File: config.mk
export PLATFORM = sky130hd
export DESIGN_NAME = stream_compare_monitor
export DESIGN_NICKNAME = d
export VERILOG_FILES = /design/src/rtl/stream_compare_monitor.sv
export SDC_FILE = /design/constraint.sdc
export NUM_CORES = 1
export LEC_CHECK = 0
export BUFFER_PORTS_ARGS = -buffer_cell sky130_fd_sc_hd__buf_2
export CAP_MARGIN = 20
export CORE_ASPECT_RATIO = 0.6
export CORE_MARGIN = 5
export CORE_UTILIZATION = 25
export DETAILED_ROUTE_END_ITERATION = 10
export SYNTH_ARGS = -nofsm -noshare
export SYNTH_HDL_FRONTEND = slang
export SYNTH_SLANG_ARGS = --single-unit
File: constraint.sdc
create_clock -name clk -period 5.28 [get_ports clk]
set_input_delay 0.528 -clock clk [delete_from_list [all_inputs] [get_ports clk]]
set_output_delay 0.528 -clock clk [all_outputs]
set_load 0.1 [all_outputs]
File: src/rtl/stream_compare_monitor.sv
// Compares a core output stream word-by-word against a golden stream,
// with optional byte reversal of the golden word, and records results.
//
// Ports:
//   clk, rst            : clock, synchronous active-high reset
//   start, len, swap,
//   abort_on_fail       : run control, sampled when start is seen in IDLE
//   dut_out*            : stream under test (data, isReady, canReceive)
//   exp_in*             : golden stream (data, isReady, canReceive)
//   busy, done, fail    : run status (done is a one-cycle pulse)
//   mismatch_count      : saturating mismatch counter for the run
//   first_idx/got/exp   : details of the first mismatch of the run
module stream_compare_monitor #(
  parameter int WIDTH    = 64,
  parameter int LEN_BITS = 24
) (
  input  logic                clk,
  input  logic                rst,
  input  logic                start,
  input  logic [LEN_BITS-1:0] len,
  input  logic                swap,
  input  logic                abort_on_fail,
  input  logic [WIDTH-1:0]    dut_out,
  input  logic                dut_out_isReady,
  output logic                dut_out_canReceive,
  input  logic [WIDTH-1:0]    exp_in,
  input  logic                exp_in_isReady,
  output logic                exp_in_canReceive,
  output logic                busy,
  output logic                done,
  output logic                fail,
  output logic [LEN_BITS-1:0] mismatch_count,
  output logic [LEN_BITS-1:0] first_idx,
  output logic [WIDTH-1:0]    first_got,
  output logic [WIDTH-1:0]    first_exp
);

  localparam int NB = WIDTH / 8;
  localparam logic [LEN_BITS-1:0] ONE = 1;

  typedef enum logic [1:0] {
    IDLE,
    RUN,
    FIN
  } state_t;

  state_t              state_q, state_d;
  logic [LEN_BITS-1:0] len_q, len_d;
  logic                swap_q, swap_d;
  logic                abort_q, abort_d;
  logic [LEN_BITS-1:0] idx_q, idx_d;
  logic                fail_q, fail_d;
  logic [LEN_BITS-1:0] cnt_q, cnt_d;
  logic [LEN_BITS-1:0] fidx_q, fidx_d;
  logic [WIDTH-1:0]    fgot_q, fgot_d;
  logic [WIDTH-1:0]    fexp_q, fexp_d;

  logic [WIDTH-1:0] exp_rev;
  logic [WIDTH-1:0] exp_cmp;
  logic             in_run;
  logic             xfer;
  logic             mis;
  logic             last;

  always_comb begin
    exp_rev = '0;
    for (int i = 0; i < NB; i++) begin
      exp_rev[i*8 +: 8] = exp_in[(NB-1-i)*8 +: 8];
    end
  end

  assign exp_cmp = swap_q ? exp_rev : exp_in;

`ifdef SYNTHESIS
  assign mis = (dut_out != exp_cmp);
`else
  assign mis = (dut_out !== exp_cmp);
`endif

  assign in_run = (state_q == RUN);
  // Each stream is only accepted when the other one is valid, so both
  // are consumed in lockstep without a combinational loop.
  assign dut_out_canReceive = in_run & exp_in_isReady;
  assign exp_in_canReceive  = in_run & dut_out_isReady;
  assign xfer = in_run & dut_out_isReady & exp_in_isReady;
  assign last = (idx_q == len_q - ONE);

  assign busy           = in_run;
  assign done           = (state_q == FIN);
  assign fail           = fail_q;
  assign mismatch_count = cnt_q;
  assign first_idx      = fidx_q;
  assign first_got      = fgot_q;
  assign first_exp      = fexp_q;

  always_comb begin
    state_d = state_q;
    len_d   = len_q;
    swap_d  = swap_q;
    abort_d = abort_q;
    idx_d   = idx_q;
    fail_d  = fail_q;
    cnt_d   = cnt_q;
    fidx_d  = fidx_q;
    fgot_d  = fgot_q;
    fexp_d  = fexp_q;
    unique case (state_q)
      IDLE: begin
        if (start) begin
          len_d   = len;
          swap_d  = swap;
          abort_d = abort_on_fail;
          idx_d   = '0;
          fail_d  = 1'b0;
          cnt_d   = '0;
          fidx_d  = '0;
          fgot_d  = '0;
          fexp_d  = '0;
          state_d = (len == '0) ? FIN : RUN;
        end
      end
      RUN: begin
        if (xfer) begin
          idx_d = idx_q + ONE;
          if (mis) begin
            fail_d = 1'b1;
            cnt_d  = (&cnt_q) ? cnt_q : cnt_q + ONE;
            // fail_q low means no mismatch yet in this run
            if (!fail_q) begin
              fidx_d = idx_q;
              fgot_d = dut_out;
              fexp_d = exp_cmp;
            end
          end
          if (last || (abort_q && mis)) begin
            state_d = FIN;
          end
        end
      end
      FIN: state_d = IDLE;
      default: state_d = IDLE;
    endcase
  end

  always_ff @(posedge clk) begin
    if (rst) begin
      state_q <= IDLE;
      len_q   <= '0;
      swap_q  <= 1'b0;
      abort_q <= 1'b0;
      idx_q   <= '0;
      fail_q  <= 1'b0;
      cnt_q   <= '0;
      fidx_q  <= '0;
      fgot_q  <= '0;
      fexp_q  <= '0;
    end else begin
      state_q <= state_d;
      len_q   <= len_d;
      swap_q  <= swap_d;
      abort_q <= abort_d;
      idx_q   <= idx_d;
      fail_q  <= fail_d;
      cnt_q   <= cnt_d;
      fidx_q  <= fidx_d;
      fgot_q  <= fgot_d;
      fexp_q  <= fexp_d;
    end
  end

endmodule

==> summary.txt <==
Yosys
  • Post-Synth XOR/XNOR Area: 0.0890
  • Sequential share of the synthesized area: 0.441
  • Mapped Cells: 1078
  • Mapped Area: 10400 sq um
  • Syn. warnings: 0
  • Synth Area in Compound Gates: 0.195
  • Syn Nets: roughly 1200
  • Number of synthesized register bits: 229
  • Predominant post-synthesis flop cell: dfxtp_1
  • Synth Area in Simple Gates: 0.158
  • Mux contribution to synthesized area: 0.0686
  • Post-synth EDFFs: 0
  • Synth unique cells: 62
  • Syn_area_per_cell: between 9 and 10 sq um
  • Synth Area in Adders: 0.00361
  • Share of flip-flops with an asynchronous set or reset: 0
  • Main combinational cell family by area after synthesis: compound AO/OA/AOI/OAI gates

Global routing
  • Initial antenna violation count: 4
  • First-pass GRT wire length: roughly 58 mm
  • Total GRT Usage: 0.160
  • Largest net degree at the start of global routing: between 100 and 150
  • Gr ovfl total: 0
  • Number of global-route vias before repair: a little over 9000

Worst setup path
  • CP Launch Type: flip-flop
  • Crit path DAT: between 4 and 5 ns
  • Req. time, crit path: 5.70 ns
  • CP Max Fanout: 88
  • FF-to-FF Start: swap_q
  • Critical Path Start: swap_q
  • CP Capture Type: flip-flop
  • Setup CP Type: flip-flop to flip-flop

Drt
  • Wire per inst: approximately 20 um
  • Post-DR vias/cell: about 5
  • Iter 0 DRT Violations: ~530
  • Pre-Repair DR Iteration Count: 5
  • WL final: 39.3 mm
  • Routed Antenna Nets: 0
  • Post-route DRC: 0
  • DR vias: between 9000 and 10000

STA
  • Fin crit period: 4.46 ns
  • Tcrit/Tclk final: 0.844
  • Setup TNS: 0 ns
  • Final Skew: around 0.0067 ns
  • Slew @ Worst Pin: around 1.0 ns
  • Final Max Slew Viols: 0
  • Slew HR: 0.305
  • Hold Worst Slack: about 0.24 ns
  • RSZ-0062 raised after global routing: false
  • FMAX: 224 MHz
  • Final setup violation count: 0
  • Fin. Hold Viols: 0
  • Final worst slack: just over 0.8 ns

Power and ir drop
  • Gate power share: 0.211
  • Proportion of power drawn by the clock network: 0.402
  • Pleak: around 5.6 nW
  • Sequential power share: 0.386
  • Total power: a little under 5 mW
  • Power per Cell Area: approximately 360 nW/um^2
  • Max VDD drop: about 0.16 mV
  • Int Power: ~3.2 mW
  • Switching share of power: 0.324
  • NetSw: between 1.5 and 2 mW

Clocking
  • Later-pin clock latency in the skew report: around 0.53 ns
  • Hold_buf cts: 0
  • Setup Fix Bufs, Post-CTS: 0
  • Post_cts resized: 0
  • Total CTS buffers: 24
  • Clock buffer depth: 3
  • Clk sinks: 229
  • CTS tree: yes
  • H-tree levels: 1
  • Clk slew on worst S/H paths: ~0.07 ns
  • Root buf cell: clkbuf_16

Floorplanning
  • Starting Density: 0.255
  • Die Height: between 150 and 200 um
  • Core Box Area: between 40000 and 50000 sq um
  • Io pins: 340
  • Die ar.: between 40000 and 50000 sq um
  • FP Rows: 57
  • Die X: roughly 270 um

Placed design
  • Port bufs: 339
  • Post-Place Setup Slack: about 0.90 ns
  • Area after DPL: about 13000 sq um
  • GP Congestion: between 0.8 and 0.9
  • Placed insts: 1909
  • Dpl hpwl: 30.4 mm

Layout
  • Commonest non-fill, non-tap cell in the layout: buf_2
  • Most frequent cells in the layout: buf_2, dfxtp_1, a22o_1, nand2_1, mux2i_1
  • Layout cells sized above 1: 0.296
  • Synthesis-to-layout area growth: 29.1%
  • Final core occ: 0.329
  • Layout Nets: 1538
  • Non-filler cells, final: between 1500 and 2000
  • Fin area: 13400 sq um

Min path
  • Hold Path Class: primary input to flip-flop
  • HP Start: dut_out[56]

Run status
  • Status: complete, no violations

Job
  • Max_cap viols: 0
per-layer routing:
metal | global-route usage | vias up | wire length, um
met5 | 0 | - | 0
met4 | 0.0456 | 0 | 1190
met2 | 0.254 | 282 | 17800
li1 | - | 4580 | -
met1 | 0.223 | 4633 | 18100
met3 | 0.0297 | 58 | 2150
final timing paths:
kind	endpoint	slack, ns	depth (start not counted)
setup / recovery	first_got[34]	0.82	9
hold / removal	first_got[56]	0.24	2
setup reg to reg	first_got[34]	0.82	9
hold reg to reg	first_exp[26]	0.46	1
worst max-delay path, cell delays in order (launching register included):
cell and delay (ns):
dfxtp_4 0.66, buf_4 0.39, mux2i_1 0.68, xor2_1 0.20
nand4_1 0.21, nor4_1 0.38, nand4_1 0.32, or2_1 0.55
and3_4 0.56, a22o_1 0.32
sequential cells by signal, summed over array words and instances, names as in the netlist:
signal / flops
abort_q: 1
fail: 1
first_exp: 64
first_got: 64
first_idx: 24
idx_q: 24
len_q: 24
mismatch_count: 24
state_q: 2
swap_q: 1
power by group through the flow:
stage	clock, mW	combinational [mW]	sequential, mW
finish	1.93	1.02	1.86
global route	2.07	1.07	1.86
CTS	2.00	1.02	1.86
detailed placement	0	1.01	1.89
global placement	0	1.01	1.89
floorplan	0	0.429	2.21
synthesized netlist by cell type, drive strengths merged (2+ instances only):
| cell type | instances | area [sq um] |
|---|---|---|
| a211oi | 4 | 30.0 |
| a21o | 2 | 15.0 |
| a21oi | 64 | 320 |
| a22o | 88 | 771 |
| a22oi | 11 | 82.6 |
| a31oi | 2 | 12.5 |
| and2 | 5 | 31.3 |
| and3 | 10 | 62.6 |
| and3b | 2 | 17.5 |
| and4 | 5 | 43.8 |
| buf | 36 | 264 |
| clkbuf | 43 | 161 |
| dfxtp | 229 | 4580 |
| ha | 3 | 37.5 |
| inv | 10 | 37.5 |
| mux2i | 69 | 702 |
| nand2 | 87 | 327 |
| nand2b | 4 | 25.0 |
| nand3 | 20 | 100 |
| nand3b | 3 | 22.5 |
| nand4 | 21 | 131 |
| nor2 | 64 | 240 |
| nor2b | 4 | 25.0 |
| nor3 | 13 | 65.1 |
| nor4 | 24 | 178 |
| nor4b | 2 | 17.5 |
| nor4bb | 6 | 60.1 |
| o2111a | 2 | 22.5 |
| o21a | 3 | 22.5 |
| o21ai | 19 | 95.1 |
| o2bb2ai | 53 | 464 |
| o31a | 2 | 17.5 |
| o31ai | 12 | 95.1 |
| or2 | 3 | 18.8 |
| or3 | 19 | 119 |
| or3b | 2 | 17.5 |
| or4 | 15 | 116 |
| or4b | 2 | 20.0 |
| xnor2 | 43 | 377 |
| xor2 | 60 | 526 |
logic make-up (layout without fill, tap and decap cells):
kind of cell,count (synthesis),in the layout
buffers and inverters,90,405
XOR/XNOR,104,104
flip-flops,229,229
AO/OA/AOI/OAI,271,271
other,0,2
multiplexers,70,70
adder cells (fa/ha/maj),3,3
AND/OR/NAND/NOR,311,311
cell type report:
type | instances | area (sq um)
Fill cell | 4259 | 27400
Multi-Input combinational cell | 759 | 5370
Sequential cell | 229 | 4590
Timing Repair Buffer | 351 | 1810
Clock buffer | 34 | 719
Tap cell | 560 | 701
Clock inverter | 9 | 180
Inverter | 11 | 41.3
Antenna cell | 2 | 5.00
No activity file was read; power rests on OpenSTA's default activity.
